<file path="src/rtl/stream_packer_2to1.sv">
// Packs pairs of narrow stream beats into one double-width beat, low half first.
// A flush drains a lone held half as a partial beat with its upper strobes cleared.
module stream_packer_2to1 #(
    parameter int IN_W  = 16,
    parameter int CNT_W = 16
) (
    input  logic                clk_i,
    input  logic                rst_i,
    input  logic                clear_i,
    input  logic                flush_i,
    input  logic [IN_W-1:0]     in_data,
    input  logic                in_valid,
    output logic                in_ready,
    input  logic [IN_W/8-1:0]   in_strb,
    output logic [2*IN_W-1:0]   out_data,
    output logic                out_valid,
    input  logic                out_ready,
    output logic [IN_W/4-1:0]   out_strb,
    output logic [CNT_W-1:0]    words_o,
    output logic                busy_o
);

    localparam int SW = IN_W / 8;

    typedef enum logic {EMPTY, HALF} state_t;

    state_t              state_q;
    logic [IN_W-1:0]     lo_data_q;
    logic [SW-1:0]       lo_strb_q;
    logic [2*IN_W-1:0]   out_data_q;
    logic [2*SW-1:0]     out_strb_q;
    logic                out_valid_q;
    logic [CNT_W-1:0]    words_q;

    logic accept;
    logic out_free;
    logic out_hs;

    // Only out_ready reaches in_ready combinationally; EMPTY can always absorb one beat.
    assign out_free = ~out_valid_q | out_ready;
    assign in_ready = (state_q == EMPTY) | out_free;
    assign accept   = in_valid & in_ready;
    assign out_hs   = out_valid_q & out_ready;

    always_ff @(posedge clk_i) begin
        if (rst_i | clear_i) begin
            state_q     <= EMPTY;
            lo_data_q   <= '0;
            lo_strb_q   <= '0;
            out_data_q  <= '0;
            out_strb_q  <= '0;
            out_valid_q <= 1'b0;
            words_q     <= '0;
        end else begin
            if (out_hs) begin
                out_valid_q <= 1'b0;
                words_q     <= words_q + 1'b1;
            end
            case (state_q)
                EMPTY: begin
                    if (accept) begin
                        lo_data_q <= in_data;
                        lo_strb_q <= in_strb;
                        state_q   <= HALF;
                    end
                end
                HALF: begin
                    // A beat arriving with flush completes the word; flush then has nothing to drain.
                    if (accept) begin
                        out_data_q  <= {in_data, lo_data_q};
                        out_strb_q  <= {in_strb, lo_strb_q};
                        out_valid_q <= 1'b1;
                        state_q     <= EMPTY;
                    end else if (flush_i && out_free) begin
                        out_data_q  <= {{IN_W{1'b0}}, lo_data_q};
                        out_strb_q  <= {{SW{1'b0}}, lo_strb_q};
                        out_valid_q <= 1'b1;
                        state_q     <= EMPTY;
                    end
                end
                default: state_q <= EMPTY;
            endcase
        end
    end

    assign out_data  = out_data_q;
    assign out_strb  = out_strb_q;
    assign out_valid = out_valid_q;
    assign words_o   = words_q;
    assign busy_o    = (state_q == HALF) | out_valid_q;

endmodule

</file>
<file path="config.mk">
export PLATFORM = sky130hd
export DESIGN_NAME = stream_packer_2to1
export DESIGN_NICKNAME = d
export VERILOG_FILES = /design/src/rtl/stream_packer_2to1.sv
export SDC_FILE = /design/constraint.sdc
export NUM_CORES = 1
export LEC_CHECK = 0
export BUFFER_PORTS_ARGS = -buffer_cell sky130_fd_sc_hd__buf_2
export CORE_UTILIZATION = 42
export DETAILED_ROUTE_END_ITERATION = 6
export MAX_ROUTING_LAYER = met4
export PLACE_DENSITY = 0.67
export SYNTH_ARGS = -nofsm -noshare
export SYNTH_HDL_FRONTEND = slang
export SYNTH_SLANG_ARGS = --single-unit
</file>
<file path="constraint.sdc">
create_clock -name clk_i -period 4.6 [get_ports clk_i]
set_clock_uncertainty 0.2 [all_clocks]
set_input_delay 0.23 -clock clk_i [delete_from_list [all_inputs] [get_ports clk_i]]
set_output_delay 0.23 -clock clk_i [all_outputs]
set_load 0.03 [all_outputs]
</file>
======== Word-level counts from Yosys, hierarchy flattened ========
Cells that the tools add are included.
W data, S select, Z words.
word-level totals
  word-level logic and storage cells ...... 32
  register bits ........................... 72
  bits of input ports ..................... 24
  output and inout bits ................... 55
cells by class
  add/sub/neg operators ................... 1
  reduce and logical (&&, ||, !) cells .... 4
  muxes and demuxes ....................... 12
  bitwise gates (word level) .............. 8
operators by type and width
  cell                     number
  $mux W32                 2
  $add A16 B1 Y16 const B  1
  $mux W4                  2
  $mux W1                  7
  $or A1 B1 Y1             4
  $reduce_and A2 Y1        2
  $and A1 B1 Y1            2
  $not A1 Y1               2
  $pmux W1 S2              1
  $reduce_bool A2 Y1       1
  $logic_and A1 B1 Y1      1

======== Longest topological paths before layout ========
  word-level depth ........................ 6
  mapped depth ............................ 7
  mapped depth without buffers ............ 5

======== Worst setup path after synthesis ========
Ideal clock, no wire load.
  kind .................................... reg-to-reg
  from .................................... register out_valid_q, in the netlist out_valid
  to ...................................... register out_data_q[10], in the netlist out_data[10]
  arrival ................................. 1.496 ns
  required time ........................... 4.272 ns
  clock period less this slack ............ 1.823 ns
  setup time .............................. 0.128 ns
  stages on the path, launching flop included .. 8
  buffers on the path ..................... 3
  path slack .............................. 2.777 ns
  path through ............................ dfxtp_1 > buf_2 > nand2b_1 > o211ai_1 > buf_4 > buf_6 > mux2i_1 > nor2_1
on the way
  word-level cells in the longest chain between the ends .. 6
  elaborated cells between the ends (all ways) .. 8
  those cells by class .................... 1 x mux; 4 x bitwise; 3 x reduce/logical
RTL lines
  element                              RTL line  source
  from (decl)                          32        logic out_valid_q;
  from (signal assigned)               52        out_valid_q <= 1'b0;
  from (signal assigned)               56        out_valid_q <= 1'b0;
  from (signal assigned)               72        out_valid_q <= 1'b1;
  $not A1 Y1 (*)                       40        assign out_free = ~out_valid_q | out_ready;
  $or A1 B1 Y1 (*)                     40
  $or A1 B1 Y1                         41        assign in_ready = (state_q == EMPTY) | out_free;
  $and A1 B1 Y1                        42        assign accept = in_valid & in_ready;
  $reduce_bool A2 Y1 (no source line)  n/a
  $reduce_and A2 Y1 (no source line)   n/a
  to (signal assigned)                 70        out_data_q <= {in_data, lo_data_q};
  to (signal assigned)                 75        out_data_q <= {{IN_W{1'b0}}, lo_data_q};
  to (decl)                            30        logic [2*IN_W-1:0] out_data_q;
Mark *: on every way between the ends. The rest lies on a longest branch, timed or not.
A chain may end at the register's enable or synchronous reset.

======== Final worst setup path ========
  from .................................... input port in_valid
  to ...................................... register out_data_q[31], in the netlist out_data[31]
on the way
  word-level cells in the longest chain between the ends .. 3
  elaborated cells between the ends (all ways) .. 4
  those cells by class .................... 1 x mux; 1 x bitwise; 2 x reduce/logical
RTL lines
  element                              RTL line  source
  from (decl)                          12        input logic in_valid,
  $and A1 B1 Y1 (*)                    42
  $reduce_bool A2 Y1 (no source line)  n/a
  $reduce_and A2 Y1 (no source line)   n/a
Marked as above.

==> run summary <==
Status = complete, no violations
Buffers on Ports = 78
Avg Cell Area, Syn = 9.66 um2
Post-DP HPWL = 3.96 mm
Die extent in y = 81.1 um
Final setup fails = 0
Seq/Total Area, Yosys = 0.548
GRT Residual Overflow = 0
M3 GR Usage = 0.0506
Largest net degree at the start of global routing = 53
P_leak = 1.59 nW
Row count = 28
Final wirelength = 5.85 mm
DRC errors left = 0
DRT iter0 DRCs = 74
Req. time, crit path = 4.68 ns
Setup CP Type = in2reg
CTS H-Tree Depth = 3
Average wire per standard cell = 13.1 um
Synth async-reset ratio = 0
Fraction of layout cells with a size suffix above 1 = 0.263
Slowest stage cell, crit path = and2_1
Unrepaired setup endpoints after global routing = no
Fillers = 543
Syn Inst Count = 272
FF+latch count, synth = 72
CTS sink count = 72
Pwr dens = 348 nW/um2
Post-route minimum period = 1.88 ns
Slew @ Worst Pin = 0.950 ns
First-pass GRT wire length = 9.41 mm
Post-synthesis net count = 297
Critical Path, Cell by Cell = dlygate4sd3_1 > buf_2 > o211ai_1 > and2_1 > a22o_1
Synth top area cells = dfxtp_1, mux2i_1, nand2_1
Hold WC Path Type = in2reg
Total die area = 6580 um2
Crit share post-route = 0.410
Met2 Track Usage GR = 0.309
RR Startpoint = out_valid
Chip width = 81.1 um
Main flop type after synthesis = dfxtp_1
Cell variety after synth = 31
Worst-Skew Late Latency = 0.33 ns
Slowest stage delay, CP = 0.59 ns
CTS tree = built
Maximum VDD drop = 0.184 mV
Antenna cells = 0
Core Area = 5990 um2
Deepest clock path buffer count = 2
Max-cap viol count = 0
Gpl congestion = 0.744
Gr busiest metal = met2
Initial Util = 0.439
Vias post-DR = 2209
Vias per cell = 4.94
CP endpoint kind = flop
Post-synthesis cell type with the largest combined area = dfxtp_1
Antenna Nets Post-Route = 0
Hold Startpoint = out_ready
Final nets = 392
Synth cell count leaders = dfxtp_1, nand2_1, nor2_1, a21oi_1, mux2i_1
Initial antenna violation count = 0
R2R Setup Slk = 2.80 ns
Synthesis-to-finish area growth = 30.8%
Top-count cell post-synth = dfxtp_1
Fin. max-slew vios = 0
Critical Path Source Type = input port
GR Layer Usage met1 = 0.239
CTS buffer count = 9
Post-Synthesis Cell Area = 2630 um2
Clk slew on worst S/H paths = 0.07 ns
Worst slew margin = 0.367
I/O pin count = 79
EDFF count, synth = 0
Crit-path max FO = 19
Critical Path Start = in_valid
Worst r2r path cells = 4
Final Hold Fails = 0
Setup_tns = 0 ns
Total Power = 1.20 mW
Vias in the first global route = 2049
DR pass1 iterations = 4
Worst EP arrival = 1.96 ns
Crit Reg-Reg Endpoint = out_data[31]
Synth warn = 0
Setup crit end = out_data[31]
Total Routing Usage GR = 0.198
Max Clk Rate = 531 MHz
Postcts setup bufs = 0
Clk Tree Root Cell = clkbuf_8
Top cell type's share of synthesized area = 0.548
critical path: cells and delay by family:
family,cells,cell delay [ns]
AO/OA/AOI/OAI,2,0.44
buffers and inverters,2,0.69
AND/OR/NAND/NOR,1,0.59
metal layers:
layer | routed length [um] | vias up
li1 | - | 1130
met1 | 2710 | 1016
met2 | 2770 | 52
met3 | 270 | 11
met4 | 102 | 0
met5 | 0 | -
power by group:
part	total (mW)	internal, mW	switching [mW]
Clock	0.489	0.264	0.224
Combinational	0.0738	0.0321	0.0417
Sequential	0.635	0.630	0.00434
Total	1.20	0.927	0.270
flip-flops by register name, indices dropped and copies added, names as in the netlist:
register	flops
state_q	1
out_strb	4
lo_data_q	16
out_valid	1
out_data	32
words_o	16
lo_strb_q	2
metrics by stage:
step | setup slack (ns) | utilization | hold WS, ns | cell area (um2) | cells
detailed placement | 2.76 | 0.506 | 0.246 | 3030 | 410
CTS | 2.68 | 0.574 | 0.00107 | 3440 | 447
global placement | 2.85 | 0.506 | 0.242 | 3030 | 410
global route | 2.53 | 0.574 | 0.0134 | 3440 | 447
finish | 2.72 | 0.574 | 0.0128 | 3440 | 447
floorplan | 2.78 | - | 0.140 | 2630 | 272
worst min path at each step:
stage              endpoint  cells after the start
6_report         words_o[1]                      3
5_1_grt          words_o[1]                      3
4_1_cts          words_o[1]                      3
3_5_place_dp   lo_data_q[4]                      2
3_3_place_gp   lo_data_q[6]                      2
2_1_floorplan       state_q                      1
layout make-up:
type	instances	area, um2	share of cell area
Multi-Input combinational cell	183	1090	0.317
Clock inverter	5	56.3	0.0164
Sequential cell	72	1440	0.419
Clock buffer	11	141	0.0411
Tap cell	75	93.8	0.0273
Timing Repair Buffer	101	616	0.179
placed cells by master (no fill, tap or decap), types with 2 or more instances in the layout:
master,n
or2_2,2
or3_1,2
and4_1,4
clkbuf_8,10
a22o_1,18
dfxtp_1,72
nor3_1,2
nor4_1,3
dlygate4sd3_1,21
clkinv_2,2
nand3_1,6
nand2_1,43
nor2_1,32
a21oi_1,22
xnor2_1,6
mux2i_1,19
nand2b_1,2
buf_4,2
buf_2,78
nand4_1,6
xor2_1,6
cell families after synthesis:
kind of cell,after synthesis,synth area share
simple gates,107,0.185
flops,72,0.548
compound gates,44,0.113
mux,19,0.0723
buf+inv,17,0.0366
xor+xnor,12,0.0400
fa+ha+maj,1,0.00476
repair_timing:
item                                   CTS  global route
endpoints found under the hold margin   38             0
gates resized for setup                  0             0
hold buffers                            21             0
No activity file was read; power rests on OpenSTA's default activity.
